**config.mk**
```make
export PLATFORM = sky130hd
export DESIGN_NAME = traceback_unit
export DESIGN_NICKNAME = d
export VERILOG_FILES = /design/src/rtl/viterbi_pkg.sv /design/src/rtl/tb_survivor_mem.sv /design/src/rtl/traceback_unit.sv
export SDC_FILE = /design/constraint.sdc
export NUM_CORES = 1
export LEC_CHECK = 0
export CORE_MARGIN = 4
export CORE_UTILIZATION = 38
export DETAILED_ROUTE_END_ITERATION = 16
export PLACE_DENSITY = 0.61
export SYNTH_ARGS = -nofsm -noshare
export SYNTH_HDL_FRONTEND = slang
export SYNTH_SLANG_ARGS = --single-unit
```
**constraint.sdc**
```tcl
create_clock -name clk -period 3.9 [get_ports clk]
set_input_delay 0.39 -clock clk [delete_from_list [all_inputs] [get_ports clk]]
set_output_delay 0.39 -clock clk [all_outputs]
set_load 0.005 [all_outputs]
```
**src/rtl/viterbi_pkg.sv**
```systemverilog
// Shared Viterbi definitions: trellis sizing, the traceback FSM state
// encoding, and the trellis helper functions used by the traceback logic.
//
// Trellis convention: a step moves s -> ns = {u, s[M-1:1]}; the survivor
// decision d selects the predecessor ps = {ns[M-2:0], d}, and the bit
// decoded on that step is the MSB of ns.
package viterbi_pkg;

  localparam int K          = 3;
  localparam int M          = K - 1;
  localparam int NUM_STATES = 1 << M;

  typedef enum logic [1:0] {
    FILL   = 2'd0,
    TRACE  = 2'd1,
    OUTPUT = 2'd2
  } tb_state_t;

  // Predecessor of trellis state ns given its survivor decision d.
  function automatic logic [M-1:0] pred_state(input logic [M-1:0] ns, input logic d);
    return {ns[M-2:0], d};
  endfunction

  // Input bit that led into trellis state ns.
  function automatic logic decoded_bit(input logic [M-1:0] ns);
    return ns[M-1];
  endfunction

endpackage

```
**src/rtl/tb_survivor_mem.sv**
```systemverilog
// Survivor memory: FRAME_LEN entries of NUM_STATES decision bits.
// Ports: clk; wr_en/wr_addr/wr_data single write port (rising edge);
// rd_addr/rd_data combinational read port.
// Contents are not reset; every entry is rewritten before it is read.
module tb_survivor_mem
  import viterbi_pkg::*;
#(
  parameter int FRAME_LEN = 8,
  parameter int PW        = 3
) (
  input  logic                  clk,
  input  logic                  wr_en,
  input  logic [PW-1:0]         wr_addr,
  input  logic [NUM_STATES-1:0] wr_data,
  input  logic [PW-1:0]         rd_addr,
  output logic [NUM_STATES-1:0] rd_data
);

  logic [NUM_STATES-1:0] mem [FRAME_LEN];

  // Write one decision vector per accepted beat.
  always_ff @(posedge clk) begin
    if (wr_en) begin
      mem[wr_addr] <= wr_data;
    end
  end

  assign rd_data = mem[rd_addr];

endmodule

```
**src/rtl/traceback_unit.sv**
```systemverilog
// Viterbi survivor-memory and traceback stage.
// Stores one decision vector per trellis step (FILL), traces back from
// best_state over FRAME_LEN cycles (TRACE), then streams the decoded bits
// oldest-first over a valid/ready handshake (OUTPUT).
// Ports:
//   clk, rst          clock, asynchronous active-low reset
//   dec_in/dec_valid/dec_ready   decision vector input handshake
//   best_state        start state, sampled with a frame's last decision
//   bit_out/bit_valid/bit_ready/bit_last   decoded bit output handshake
module traceback_unit
  import viterbi_pkg::*;
#(
  parameter int FRAME_LEN = 8
) (
  input  logic                  clk,
  input  logic                  rst,
  input  logic [NUM_STATES-1:0] dec_in,
  input  logic                  dec_valid,
  output logic                  dec_ready,
  input  logic [M-1:0]          best_state,
  output logic                  bit_out,
  output logic                  bit_valid,
  input  logic                  bit_ready,
  output logic                  bit_last
);

  localparam int            PW       = (FRAME_LEN > 1) ? $clog2(FRAME_LEN) : 1;
  localparam logic [PW-1:0] LAST_IDX = PW'(FRAME_LEN - 1);
  localparam logic [PW-1:0] ZERO_IDX = PW'(0);
  localparam logic [PW-1:0] ONE_IDX  = PW'(1);

  tb_state_t             state;
  tb_state_t             next_state;
  logic [PW-1:0]         wr_ptr;
  logic [PW-1:0]         rd_ptr;
  logic [PW-1:0]         out_ptr;
  logic [PW-1:0]         out_nxt;
  logic [M-1:0]          cur_state;
  logic [FRAME_LEN-1:0]  bitbuf;
  logic [NUM_STATES-1:0] rd_data;
  logic                  wr_en;
  logic                  fill_done;
  logic                  trace_done;
  logic                  out_fire;
  logic                  out_done;
  logic                  trace_d;

  assign wr_en      = (state == FILL) & dec_valid & dec_ready;
  assign fill_done  = wr_en & (wr_ptr == LAST_IDX);
  assign trace_done = (state == TRACE) & (rd_ptr == ZERO_IDX);
  assign out_fire   = (state == OUTPUT) & bit_valid & bit_ready;
  // bit_last is kept equal to bit_valid & (out_ptr == LAST_IDX)
  assign out_done   = out_fire & bit_last;
  assign out_nxt    = out_ptr + ONE_IDX;
  assign trace_d    = rd_data[cur_state];

  tb_survivor_mem #(
    .FRAME_LEN (FRAME_LEN),
    .PW        (PW)
  ) u_mem (
    .clk     (clk),
    .wr_en   (wr_en),
    .wr_addr (wr_ptr),
    .wr_data (dec_in),
    .rd_addr (rd_ptr),
    .rd_data (rd_data)
  );

  // FSM state register.
  always_ff @(posedge clk or negedge rst) begin
    if (!rst) begin
      state <= FILL;
    end else begin
      state <= next_state;
    end
  end

  // FSM next-state logic.
  always_comb begin
    next_state = state;
    case (state)
      FILL: begin
        if (fill_done) begin
          next_state = TRACE;
        end else begin
          next_state = FILL;
        end
      end
      TRACE: begin
        if (trace_done) begin
          next_state = OUTPUT;
        end else begin
          next_state = TRACE;
        end
      end
      OUTPUT: begin
        if (out_done) begin
          next_state = FILL;
        end else begin
          next_state = OUTPUT;
        end
      end
      default: next_state = FILL;
    endcase
  end

  // Pointers, traceback state, bit buffer and registered handshake outputs.
  always_ff @(posedge clk or negedge rst) begin
    if (!rst) begin
      wr_ptr    <= ZERO_IDX;
      rd_ptr    <= ZERO_IDX;
      out_ptr   <= ZERO_IDX;
      cur_state <= {M{1'b0}};
      bitbuf    <= {FRAME_LEN{1'b0}};
      dec_ready <= 1'b0;
      bit_valid <= 1'b0;
      bit_last  <= 1'b0;
      bit_out   <= 1'b0;
    end else begin
      // Input is accepted exactly when the FSM will sit in FILL next cycle.
      dec_ready <= (next_state == FILL);
      case (state)
        FILL: begin
          if (fill_done) begin
            wr_ptr    <= ZERO_IDX;
            cur_state <= best_state;
            rd_ptr    <= LAST_IDX;
          end else if (wr_en) begin
            wr_ptr <= wr_ptr + ONE_IDX;
          end else begin
            wr_ptr <= wr_ptr;
          end
        end
        TRACE: begin
          bitbuf[rd_ptr] <= decoded_bit(cur_state);
          cur_state      <= pred_state(cur_state, trace_d);
          if (rd_ptr == ZERO_IDX) begin
            // bitbuf[0] is being written this edge, so forward it directly.
            out_ptr   <= ZERO_IDX;
            bit_valid <= 1'b1;
            bit_out   <= decoded_bit(cur_state);
            bit_last  <= 1'b0;
          end else begin
            rd_ptr <= rd_ptr - ONE_IDX;
          end
        end
        OUTPUT: begin
          if (out_done) begin
            out_ptr   <= ZERO_IDX;
            wr_ptr    <= ZERO_IDX;
            bit_valid <= 1'b0;
            bit_last  <= 1'b0;
          end else if (out_fire) begin
            out_ptr  <= out_nxt;
            bit_out  <= bitbuf[out_nxt];
            bit_last <= (out_nxt == LAST_IDX);
          end else begin
            out_ptr <= out_ptr;
          end
        end
        default: begin
          bit_valid <= 1'b0;
          bit_last  <= 1'b0;
        end
      endcase
    end
  end

endmodule

```
# Yosys cells after proc, flatten, opt, wreduce, memory -nomap -nowiden
# Memory sizes are Yosys's and may differ from the RTL's.
# Cells that the tools add are included.
# totals
wordCells	89
out_inout_bits	4
mem_count	1
mem_bits_rw	32
input_bits	10
reg_bits	25
# memory_table
name	depth	word_bits	read_ports	rd_ports_with_merged_regs	wr	line_no	text
u_mem.mem	8	4	1	0	1	tb_survivor_mem.sv:19	logic [NUM_STATES-1:0] mem [FRAME_LEN];
# classes
n_eq_ne	12
n_reduce_logical	14
n_mux	37
add_sub_neg	3
magnitude_cmp	4
bitwise_logic	8
# op_table
cell	n
$mux W3	8
$pmux W3 S2	3
$reduce_and A3 Y1	5
$mux W1	14
$ne A2 B2 Y1 const B	5
$bwmux W8	1
$lt A3 B4 Y1 const B	2
$and A1 B1 Y1	7
$add A3 B1 Y3 const B	2
$eq A3 B3 Y1 const B	2
$mux W2	3
$ne A3 B3 Y1 const B	2
$pmux W1 S3	2
$pmux W2 S3	1
$reduce_bool A2 Y1	3
$logic_not A2 Y1	2
$pmux W2 S2	1
$reduce_and A4 Y1	1
$bmux W1 S3	1
$demux W1 S3	1
$ge A3 B1 Y1 const B	1
$logic_not A3 Y1	1
$lt A2 B3 Y1 const B	1
$sub A3 B1 Y3 const B	1
8 further kinds	8

# Longest topological paths before layout
# logic_depth
depth_word	7
ltp_mapped	9
depth_no_buf	7

# By module
# Synthesis repeated with hierarchy kept, for this count alone.
# unflattened
cells_unflattened	192
hier_area_um2	2700.1
# modules_own_cells
module	n_inst	cells_each	area_each_um2	seq_area_each_um2
traceback_unit	1	133	1410.1	625.6
tb_survivor_mem	1	59	1290.0	960.9

# Least setup slack after synthesis
# OpenSTA, ideal clock, no wires.
# synth_path
path_type	register to register
startpoint	reg state[0]
endpoint	mem u_mem.mem[0][0] (netlist bit) (enable)
period_less_slack_ns	1.775
path_slack_ns	2.125
setup_ns	0.361
path_stages_with_launch	7
arrival_time_ns	1.414
n_path_buf	1
required_time_ns	3.539
path_cell_list	dfrtp_1 > inv_1 > ha_1 > buf_2 > and3_1 > nand2b_1 > nor3_1
# synth_between
elab_chain_len	5
# synth_rtl
element	line_no	text
start: declaration	traceback_unit.sv:32	tb_state_t state;
start signal: assignment	traceback_unit.sv:74	state <= next_state;
$logic_not A2 Y1	traceback_unit.sv:48	assign wr_en = (state == FILL) & dec_valid & dec_ready;
$and A1 B1 Y1 (2 in a row)	traceback_unit.sv:48	
$mux W1	tb_survivor_mem.sv:23	if (wr_en) begin
$mux W1 (implied by the code)	tb_survivor_mem.sv:24	mem[wr_addr] <= wr_data;
end: declaration	tb_survivor_mem.sv:19	
# Every way passes these cells.

# Worst setup path in the final report
# layout_path
startpoint	reg rd_ptr[0]
endpoint	reg bit_last
# layout_between
elab_chain_len	3
# layout_rtl
element	line_no	text
start: declaration	traceback_unit.sv:35	logic [PW-1:0] rd_ptr;
start signal: assignment	traceback_unit.sv:144	rd_ptr <= rd_ptr - ONE_IDX;
$logic_not A3 Y1	traceback_unit.sv:137	if (rd_ptr == ZERO_IDX) begin
$ne A2 B1 Y1 (no source line)	-	
$reduce_and A3 Y1 (no source line)	-	
end signal: assignment	traceback_unit.sv:156	bit_last <= (out_nxt == LAST_IDX);
end: declaration	traceback_unit.sv:24	output logic bit_last
# Every way passes these cells.
# A chain may end at the register's enable or synchronous reset.

==> metrics.cfg <==
[outcome]
status=finished clean

[grt]
grt_pass1_wl_microns=8769
grt_antenna_before_repair=0
first_global_vias=1730
grt_max_degree=26
overflow=0
grt_usage_pct=13.75

[route]
drtPass1Iterations=4
drtIter0Drc=91
vias=1714
ant_nets=0
route.detailed.drc=0
wl_microns=5273
wire_per_inst_microns=15.65
viasPerCell=5.086

[sta]
finalHoldViolCount=0
timing.setup.tns_ps=0
finalCritPeriodShare_pct=57.18
rsz0062_at_grt=false
whs_ps=497.8
layout_setup_ws_ps=1670
slew_headroom_pct=24.43
fin_skew_ps=9.182
report.final.slew_viol_count=0
max_freq_mhz=448.4
fin_crit_ps=2230
finalSetupViolations=0
max_slew.worst_pin.slew_ps=1130

[logic_synthesis]
netlist.area_leader.share_pct=35.51
async_flop_share_pct=43.86
ys.flop_type=edfxtp_1
avgSynthCellArea_sq_um=12.25
ys_ff_latch=57
syn_inst=221
synthTopCellsByArea=edfxtp_1, dfrtp_1, mux2_2, ha_1, mux2i_1
synth_area_sq_mm=0.002706
synth_top_cell_by_area=edfxtp_1
ys_seq_area_share_pct=58.62
synthesis.nets=241
synth_cell_types=40
ys_warn_count=0
synth_edf_count=32

[worst_setup_path]
crit_path_end_kind=flop
endpoint=bit_last
reg2reg_setup_slack_ps=1670
critPathKind=flop to flop
worstSetupStartpoint=rd_ptr[0]
rr_endpoint=bit_last
cp_data_required_time_ps=4120
crit_fanout=18
reg2reg_from=rd_ptr[0]
rr_worst_depth=7
critPathLaunchType=flop
cp.arrival_ps=2450

[die]
die_h_microns=92.39
coreArea_sq_mm=0.006869
io_pins=14
rows=30
die_x_microns=92.39
initial_core_util_pct=39.40
die-area_sq_mm=0.008536

[min_path]
min_path_cells=2
hold_path_class=flop to flop

[layout]
final_nets=256
layout_common_cells=edfxtp_1, dfrtp_1, nor2_1
antennaDiodeCount=0
fin_area_sq_mm=0.003107
drive_gt1_share_pct=14.11
final_cells=337
area_growth_syn_to_layout_pct=14.79
final_common_cell=edfxtp_1

[place]
dp_hpwl_microns=3744
io_buffers=13
placed_area_sq_mm=0.002913
gp_congestion=0.8095
dp_slack_ps=1677
dp_cells=321

[power_and_ir_drop]
power_density_mw_per_mm2=602.2
p_leak_uw=0.001199
irDropWorstVdd_v=0.0003165

[clock_network]
clock-sinks=57
cts_tree=built
cts_root_buffer=clkbuf_8
worstSkewPairLatency_ps=340
hold_buffers=0
clockBufferDepth=2
cts_resized=0
clk_pin_slew_ps=70
htreeDepth=3
cts_inserted_buffers=9
cts_setup_buffers=0

[run]
maxCapViolCount=0

==> cells by family (layout without fill, tap and decap cells) <==
group           after synthesis  after routing  share of synthesized area (%)
simple gates                 69             69                          12.39
compound gates               37             37                          9.015
buf+inv                      21             41                          3.421
xor+xnor                      1              1                         0.3237
fa+ha+maj                    10             10                          4.623
flops                        57             57                          58.62
mux                          26             26                          11.60
==> area by class of cell <==
class                           instances  area (sq um)
Sequential cell                        57          1587
Inverter                               11         41.29
Clock inverter                          7         70.07
Timing Repair Buffer                   14         137.6
Tap cell                               96         120.1
Fill cell                             637          3762
Multi-Input combinational cell        143          1027
Clock buffer                            9         123.9
==> power breakdown <==
part | leakage (uW) | internal [uW] | switching [uW]
Clock | 0.0000893 | 293 | 241
Combinational | 0.000513 | 223 | 246
Sequential | 0.000597 | 745 | 123
==> Yosys cell counts (3+ instances only) <==
master / number
inv_1: 11
nor3_1: 9
mux2i_1: 10
buf_2: 5
buf_1: 3
ha_1: 10
nand4_1: 4
nand3_1: 5
and3_1: 3
nand2_1: 15
edfxtp_1: 32
mux2_2: 13
a21oi_1: 7
dfrtp_1: 25
mux4_2: 3
nor4_1: 3
o21ai_0: 12
o22ai_1: 3
nand2b_1: 7
nor2_1: 18
==> through the flow <==
stage / power (uW) / utilization (%)
5_1_grt: 2004 / 45.23
4_1_cts: 1893 / 45.23
3_5_place_dp: 1351 / 42.40
6_report: 1871 / 45.23
2_1_floorplan: 1216 / -
3_3_place_gp: 1346 / 42.40
==> metal layers <==
| layer | track usage [%] | vias up | share of wire [%] |
|---|---|---|---|
| met2 | 20.91 | 31 | 47 |
| met1 | 17.51 | 831 | 47 |
| met5 | 0 | - | 0 |
| met4 | 4.703 | 0 | 1.0 |
| met3 | 5.930 | 6 | 4.9 |
| li1 | - | 846 | - |
==> worst min-delay path by stage <==
stage	startpoint	end	slack (ps)
after detailed placement	bit_out	bit_out	490
after global routing	bitbuf[0]	bitbuf[0]	530
after CTS	bit_out	bit_out	510
after global placement	bit_out	bit_out	470
final	bit_out	bit_out	500
after floorplan	rst	bit_last	90
==> state kept, by name (all words and copies together) (netlist names) <==
signal     cells
bit_out        1
out_ptr        3
bit_last       1
u_mem.mem     32
rd_ptr         3
bitbuf         8
cur_state      2
wr_ptr         3
bit_valid      1
dec_ready      1
state          2
==> worst max-delay path, stage by stage (launching register included) <==
cell,delay [ps]
dfrtp_1,830
inv_1,260
ha_1,310
nand2b_1,160
nand2_1,140
and3_1,230
nand4_1,80
o21ai_0,90
Power figures use the tool's default switching activity.
